[src/rtl/inst_boot_loader_pkg.sv]
// Shared definitions for the UART instruction boot loader.
// Frame constants and state encodings.
package inst_boot_loader_pkg;

  localparam logic [7:0] boot_magic     = 8'hA5;
  localparam int         boot_max_words = 512;

  typedef enum logic [2:0] {
    IDLE,
    LEN0,
    LEN1,
    DATA,
    CSUM,
    DONE,
    ERR
  } boot_state_e;

  typedef enum logic [1:0] {
    RX_IDLE,
    RX_START,
    RX_DATA,
    RX_STOP
  } rx_state_e;

endpackage

[src/rtl/inst_boot_loader_uart_rx.sv]
// 8N1 UART receiver for the boot pin.
// Emits one-cycle byte_valid or frame_err per character.
module boot_uart_rx
  import inst_boot_loader_pkg::*;
#(
  parameter int BIT_CYC = 86
) (
  input  logic       clk,
  input  logic       rst_n,
  input  logic       rx,
  output logic       byte_valid,
  output logic [7:0] byte_data,
  output logic       frame_err
);

  localparam int          HALF_CYC  = BIT_CYC / 2;
  localparam logic [15:0] BIT_LAST  = 16'(BIT_CYC - 1);
  localparam logic [15:0] HALF_LAST = 16'(HALF_CYC - 1);

  rx_state_e   state_q, state_d;
  logic [2:0]  sync_q, sync_d;
  logic [15:0] cnt_q, cnt_d;
  logic [2:0]  bit_q, bit_d;
  logic [7:0]  shift_q, shift_d;
  logic        valid_q, valid_d;
  logic        ferr_q, ferr_d;
  logic        rx_s, fall;

  // sync_q[1] is the synchronized line, sync_q[2] its previous value
  assign rx_s = sync_q[1];
  assign fall = sync_q[2] & ~sync_q[1];

  always_comb begin
    sync_d  = {sync_q[1:0], rx};
    state_d = state_q;
    cnt_d   = cnt_q + 16'd1;
    bit_d   = bit_q;
    shift_d = shift_q;
    valid_d = 1'b0;
    ferr_d  = 1'b0;
    unique case (state_q)
      RX_IDLE: begin
        cnt_d = '0;
        if (fall) state_d = RX_START;
      end
      RX_START: begin
        if (cnt_q == HALF_LAST) begin
          cnt_d   = '0;
          bit_d   = '0;
          state_d = rx_s ? RX_IDLE : RX_DATA;
        end
      end
      RX_DATA: begin
        if (cnt_q == BIT_LAST) begin
          cnt_d   = '0;
          shift_d = {rx_s, shift_q[7:1]};
          bit_d   = bit_q + 3'd1;
          if (bit_q == 3'd7) state_d = RX_STOP;
        end
      end
      RX_STOP: begin
        if (cnt_q == BIT_LAST) begin
          cnt_d   = '0;
          valid_d = rx_s;
          ferr_d  = ~rx_s;
          state_d = RX_IDLE;
        end
      end
      default: state_d = RX_IDLE;
    endcase
  end

  always_ff @(posedge clk) begin
    if (!rst_n) begin
      state_q <= RX_IDLE;
      sync_q  <= 3'b111;
      cnt_q   <= '0;
      bit_q   <= '0;
      shift_q <= '0;
      valid_q <= 1'b0;
      ferr_q  <= 1'b0;
    end else begin
      state_q <= state_d;
      sync_q  <= sync_d;
      cnt_q   <= cnt_d;
      bit_q   <= bit_d;
      shift_q <= shift_d;
      valid_q <= valid_d;
      ferr_q  <= ferr_d;
    end
  end

  assign byte_valid = valid_q;
  assign byte_data  = shift_q;
  assign frame_err  = ferr_q;

endmodule

[src/rtl/inst_boot_loader.sv]
// Boot loader: framed UART image into instruction memory,
// core held in reset until the checksum verifies.
module inst_boot_loader
  import inst_boot_loader_pkg::*;
#(
  parameter int         CLK_FREQ    = 10_000_000,
  parameter int         BAUD        = 115_200,
  parameter int         MAX_WORDS   = boot_max_words,
  parameter int         TIMEOUT_CYC = 1_000_000,
  parameter logic [7:0] MAGIC       = boot_magic
) (
  input  logic        clk,
  input  logic        rst_n,
  input  logic        boot_rx,
  output logic [31:0] load_inst_addr,
  output logic [31:0] load_inst_data,
  output logic        load_inst_w_enable,
  output logic        core_rst_n,
  output logic        load_done,
  output logic        load_err
);

  localparam int          BIT_CYC  = CLK_FREQ / BAUD;
  localparam logic [15:0] MAX_W    = 16'(MAX_WORDS);
  localparam logic [31:0] TMO_LAST = 32'(TIMEOUT_CYC - 1);

  logic       byte_valid, frame_err;
  logic [7:0] byte_data;

  boot_uart_rx #(
    .BIT_CYC(BIT_CYC)
  ) u_rx (
    .clk       (clk),
    .rst_n     (rst_n),
    .rx        (boot_rx),
    .byte_valid(byte_valid),
    .byte_data (byte_data),
    .frame_err (frame_err)
  );

  boot_state_e state_q, state_d;
  logic [15:0] count_q, count_d;
  logic [15:0] idx_q, idx_d;
  logic [1:0]  bsel_q, bsel_d;
  logic [31:0] word_q, word_d;
  logic [7:0]  csum_q, csum_d;
  logic [31:0] tmo_q, tmo_d;
  logic [31:0] addr_q, addr_d;
  logic [31:0] data_q, data_d;
  logic        we_q, we_d;
  logic        done_q, done_d;
  logic        err_q, err_d;
  logic [15:0] len_w, idx_inc;
  logic [31:0] word_w;
  logic        active;

  assign len_w   = {byte_data, count_q[7:0]};
  assign word_w  = {byte_data, word_q[31:8]};
  assign idx_inc = idx_q + 16'd1;
  assign active  = (state_q == LEN0) || (state_q == LEN1) ||
                   (state_q == DATA) || (state_q == CSUM);

  always_comb begin
    state_d = state_q;
    count_d = count_q;
    idx_d   = idx_q;
    bsel_d  = bsel_q;
    word_d  = word_q;
    csum_d  = csum_q;
    tmo_d   = '0;
    addr_d  = addr_q;
    data_d  = data_q;
    we_d    = 1'b0;
    done_d  = done_q;
    err_d   = err_q;
    // inter-byte watchdog and line errors abort an open frame
    if (active) begin
      tmo_d = tmo_q + 32'd1;
      if (byte_valid) begin
        tmo_d = '0;
      end else if (frame_err || tmo_q == TMO_LAST) begin
        state_d = ERR;
        err_d   = 1'b1;
      end
    end
    if (byte_valid) begin
      unique case (state_q)
        IDLE, ERR: begin
          if (byte_data == MAGIC) begin
            state_d = LEN0;
            err_d   = 1'b0;
            csum_d  = '0;
            idx_d   = '0;
            bsel_d  = '0;
          end
        end
        LEN0: begin
          count_d = {8'h00, byte_data};
          state_d = LEN1;
        end
        LEN1: begin
          count_d = len_w;
          if (len_w == 16'd0 || len_w > MAX_W) begin
            state_d = ERR;
            err_d   = 1'b1;
          end else begin
            state_d = DATA;
          end
        end
        DATA: begin
          word_d = word_w;
          csum_d = csum_q + byte_data;
          bsel_d = bsel_q + 2'd1;
          if (bsel_q == 2'd3) begin
            we_d   = 1'b1;
            addr_d = {14'd0, idx_q, 2'b00};
            data_d = word_w;
            idx_d  = idx_inc;
            if (idx_inc == count_q) state_d = CSUM;
          end
        end
        CSUM: begin
          if (byte_data == csum_q) begin
            state_d = DONE;
            done_d  = 1'b1;
          end else begin
            state_d = ERR;
            err_d   = 1'b1;
          end
        end
        default: ;
      endcase
    end
  end

  always_ff @(posedge clk) begin
    if (!rst_n) begin
      state_q <= IDLE;
      count_q <= '0;
      idx_q   <= '0;
      bsel_q  <= '0;
      word_q  <= '0;
      csum_q  <= '0;
      tmo_q   <= '0;
      addr_q  <= '0;
      data_q  <= '0;
      we_q    <= 1'b0;
      done_q  <= 1'b0;
      err_q   <= 1'b0;
    end else begin
      state_q <= state_d;
      count_q <= count_d;
      idx_q   <= idx_d;
      bsel_q  <= bsel_d;
      word_q  <= word_d;
      csum_q  <= csum_d;
      tmo_q   <= tmo_d;
      addr_q  <= addr_d;
      data_q  <= data_d;
      we_q    <= we_d;
      done_q  <= done_d;
      err_q   <= err_d;
    end
  end

  assign load_inst_addr     = addr_q;
  assign load_inst_data     = data_q;
  assign load_inst_w_enable = we_q;
  assign core_rst_n         = done_q;
  assign load_done          = done_q;
  assign load_err           = err_q;

endmodule
[config.mk]
export PLATFORM = sky130hd
export DESIGN_NAME = inst_boot_loader
export DESIGN_NICKNAME = d
export VERILOG_FILES = /design/src/rtl/inst_boot_loader_pkg.sv /design/src/rtl/inst_boot_loader_uart_rx.sv /design/src/rtl/inst_boot_loader.sv
export SDC_FILE = /design/constraint.sdc
export NUM_CORES = 1
export LEC_CHECK = 0
export CAP_MARGIN = 25
export CORE_MARGIN = 4
export CORE_UTILIZATION = 60
export CTS_CLUSTER_SIZE = 24
export DETAILED_ROUTE_END_ITERATION = 7
export PLACE_DENSITY_LB_ADDON = 0.1
export SLEW_MARGIN = 0
export SYNTH_ARGS = -nofsm -noshare
export SYNTH_HDL_FRONTEND = slang
export SYNTH_HIERARCHICAL = 1
export SYNTH_SLANG_ARGS = --single-unit
[constraint.sdc]
create_clock -name clk -period 7 [get_ports clk]
set_input_delay 0.7 -clock clk [delete_from_list [all_inputs] [get_ports clk]]
set_output_delay 0.7 -clock clk [all_outputs]
set_load 0.05 [all_outputs]
==> metrics.md <==
| Metric | Value |
|---|---|
| Run status | completed |
| Cells resized by post-CTS repair | 0 |
| Setup repair bufs after CTS | 0 |
| Total length of routed wires | 18.91 mm |
| Clock edge transition at the registers on the reported setup and hold paths | 70 ps |
| Final setup TNS | 0 ps |
| Number of antenna-violating nets in the routed design | 0 |
| Fin. Hold Viols | 0 |
| DRC errors left | 0 |
| Total chip power | 2.089 mW |
| Highest attainable clock frequency | 334.3 MHz |
| Effective utilization at floorplan | 0.6194 |
| Max-cap violations | 0 |
| First-pass GRT wire length | 31.76 mm |
| Register area share after synthesis | 0.4281 |
| Kind of start point of the critical path | flip-flop |
| Height of the chip | 128.4 um |
| CP endpoint kind | flip-flop |
| Final-layout fill cell count | 1137 |
| Antenna diode instance count | 0 |
| Pin count of the biggest net entering global routing | 76 |
| Number of vias in the routed layout | 7337 |
| Ratio of cells with drive above 1 in the final layout | 0.05142 |
| Clock root cell | sky130_fd_sc_hd__clkbuf_16 |
| EDFF count, synth | 0 |
| Clock tree from TritonCTS | yes |
| Proportion of synthesized flip-flops having asynchronous set or reset | 0 |
| Number of placed I/O pins | 71 |
| Hold buffers post-CTS | 0 |
| Synth Cell Area | 8698 um^2 |
| Reg area | 3724 um^2 |
| Area growth from synthesis to final layout | 12.79% |
| Category of the most critical setup path | reg -> reg |
| Number of detailed-route iterations in the first pass | 5 |
| Depth of the CTS H-tree | 4 |
| Die width | 128.4 um |
| Area of the multi-input gates | 4573 um^2 |
| Total clock buffers created by CTS | 17 |
| Post-DP HPWL | 12.05 mm |
| Family with the most delay on the worst path | simple AND/OR/NAND/NOR gates |
| # nets final | 1095 |
| Vias in the first global route | 6648 |
| Sinks on Clock Net | 186 |
| Util after Layout | 0.6987 |
| Final count of pins violating max slew | 0 |
| Static Leakage | 3.318 nW |
| Worst Skew | 8.884 ps |
| Cell mode on critical path | sky130_fd_sc_hd__buf_4 |
| Count of warnings emitted by yosys | 6 |
| Final worst path period need | 2991 ps |
| Standard-cell row count | 43 |
| Routed wirelength normalized by instance count | 14.90 um |
| Synthesized flop and latch total | 186 |
| Slew at the pin closest to its max-slew limit | 888.6 ps |
| Critical path data required time | 7360 ps |
| Weighted congestion reported at the end of routability-driven placement | 0.8381 |
| Violation count after the first detailed-routing iteration | 533 |
| Type of the most critical hold path | reg -> reg |
| Via/cell ratio | 5.782 |
| Combined buffer and inverter count along the critical path | 2 |
| Highest net fanout along the worst path | 49 |
| Unrepaired setup endpoints after global routing | false |
| Critical Path Slowest Stage Cell | sky130_fd_sc_hd__or4_1 |
| Die Footprint | 16490 um^2 |
| Mean instance size in the synthesized netlist | 8.191 um^2 |
| Period Utilization, post-route | 0.4273 |
| Congestion Overflow GR | 0 |
| Total power divided by cell area | 213.0 nW/um^2 |
| Critical Path, Cell by Cell | nor2b_1, and3_1, buf_4, nand2_2, buf_4, or4_1, a21oi_1 |
| DP Cell Count | 1235 |
| Later-pin clock latency in the skew report | 430 ps |
| Number of instances in the synthesized netlist | 1062 |
| IR drop worst, VDD | 0.1782 mV |
| Synth Flop Type | sky130_fd_sc_hd__dfxtp_1 |
| Worst Slack Setup Final | 4009 ps |
| Finish-stage setup viols | 0 |
| Initial antenna violation count | 0 |
| Post-synth cell types | 65 |
| Arrival time at the worst endpoint | 3350 ps |
| Placement Setup Slack | 4044 ps |
| Headroom to the max-slew limit | 0.4062 |
| Crit path largest cell delay | 550 ps |
| Final std cells w/o fill | 1269 |
| Core ar. | 14040 um^2 |
| Number of buffers inserted by port buffering | 54 |
| Overall routing resource usage | 0.2314 |
| Buffers from clock root to sink, at most | 2 |
[power by group]
part	total [mW]	switching, mW	internal, mW
combinational	0.0415	0.0347	0.00678
sequential	1.06	0.00102	1.06
clock	0.988	0.447	0.541
total	2.09	0.483	1.61
[cell usage in the layout (no fill, tap or decap), types with 3 or more instances in the layout]
cell	count
sky130_fd_sc_hd__xnor2_1	29
sky130_fd_sc_hd__nand4b_1	5
sky130_fd_sc_hd__clkdlybuf4s50_1	53
sky130_fd_sc_hd__nand2_1	201
sky130_fd_sc_hd__o31ai_1	5
sky130_fd_sc_hd__conb_1	16
sky130_fd_sc_hd__nand2b_1	5
sky130_fd_sc_hd__a31oi_1	8
sky130_fd_sc_hd__and3_1	19
sky130_fd_sc_hd__nor4b_1	3
sky130_fd_sc_hd__inv_1	13
sky130_fd_sc_hd__inv_6	3
sky130_fd_sc_hd__and4_1	9
sky130_fd_sc_hd__o21a_1	5
sky130_fd_sc_hd__a21oi_1	89
sky130_fd_sc_hd__inv_8	3
sky130_fd_sc_hd__a22oi_1	8
sky130_fd_sc_hd__o21ai_0	37
sky130_fd_sc_hd__buf_4	7
sky130_fd_sc_hd__nor3_1	28
sky130_fd_sc_hd__a21boi_0	42
sky130_fd_sc_hd__a21o_1	4
sky130_fd_sc_hd__nand3b_1	10
sky130_fd_sc_hd__ha_1	15
sky130_fd_sc_hd__o211ai_1	4
sky130_fd_sc_hd__nand4_1	27
sky130_fd_sc_hd__nor2_1	56
sky130_fd_sc_hd__nand3_2	3
sky130_fd_sc_hd__or3_1	9
sky130_fd_sc_hd__dfxtp_1	186
sky130_fd_sc_hd__and2_1	6
sky130_fd_sc_hd__o21ai_1	4
sky130_fd_sc_hd__clkbuf_16	17
sky130_fd_sc_hd__nor4_1	14
sky130_fd_sc_hd__xor2_1	38
sky130_fd_sc_hd__nor2b_1	12
sky130_fd_sc_hd__or4_1	8
sky130_fd_sc_hd__clkinv_4	4
sky130_fd_sc_hd__a211oi_1	5
sky130_fd_sc_hd__nand3_1	40
[metrics by stage]
stage               instance area (um^2)  hold slack [ps]
detailed placement                  9166            425.8
CTS                                 9776            437.8
global route                        9811            474.2
finish                              9811            428.5
global placement                    9159            427.6
floorplan                           8755            386.3
[path summary, 6_finish.rpt]
| path | from | end | slack, ps | cells past startpoint |
|---|---|---|---|---|
| max | state_q[0]$_SDFF_PN0_ | idx_q[8]$_SDFFE_PN0P_ | 4010 | 7 |
| min | u_rx/sync_q[0]$_SDFF_PN1_ | u_rx/sync_q[1]$_SDFF_PN1_ | 430 | 1 |
| max reg2reg | state_q[0]$_SDFF_PN0_ | idx_q[8]$_SDFFE_PN0P_ | 4010 | 7 |
| min reg2reg | u_rx/sync_q[0]$_SDFF_PN1_ | u_rx/sync_q[1]$_SDFF_PN1_ | 430 | 1 |
[routing by layer]
metal,GRT usage,up-vias,part of all wire
met3,0.05106,26,0.042
li1,-,3702,-
met2,0.3580,160,0.46
met4,0.06554,0,0.014
met5,0,-,0
met1,0.3273,3449,0.49
[sequential cells by signal, indices dropped and copies added, names as in the netlist, 2 cells and up, named ones only]
register        flops
u_rx/byte_data      8
load_inst_data     32
tmo_q              32
u_rx/sync_q         3
word_q             24
bsel_q              2
load_inst_addr     16
u_rx/cnt_q         16
state_q             3
u_rx/bit_q          3
count_q            16
csum_q              8
idx_q              16
[cells in the mapped netlist (all sizes together) (3+ instances only)]
cell,number,area [um^2]
nand3b,10,75.07
inv,14,52.55
a211oi,5,37.54
o21a,5,37.54
and4,10,88.84
o31ai,5,37.54
nor4b,3,26.28
and3,19,118.9
nand4,28,181.4
xnor2,29,254.0
nand2b,5,31.28
o211ai,4,30.03
nor2,56,210.2
dfxtp,186,3724
a31oi,8,50.05
or3,9,56.30
xor2,38,332.8
o21ai,41,205.2
nor3,29,156.4
nand4b,5,43.79
a22oi,8,60.06
a21o,4,30.03
or4,9,71.32
a21oi,89,445.4
ha,15,187.7
buf,34,221.5
nand3,43,230.2
and2,7,43.79
a21boi,42,315.3
nor2b,12,75.07
nand2,202,758.2
nor4,15,108.9
clkbuf,49,183.9
[cell families after synthesis]
logic type,after synthesis,share of synthesized area
simple gates,467,0.2665
flops,186,0.4281
compound gates,226,0.1594
mux,1,0.001151
other cells,1,0.0004311
fa+ha+maj,16,0.02388
xor+xnor,67,0.06746
buf+inv,98,0.05308
[cell type report]
class                      count  share of cell area
tap                          180             0.02296
sequential                   186              0.3795
clock inverter                15             0.01875
inverter                      15            0.005739
timing repair buffer          63             0.06351
clock buffer                  17             0.04336
multi-input combinational    793              0.4661
Power figures use the tool's default switching activity.
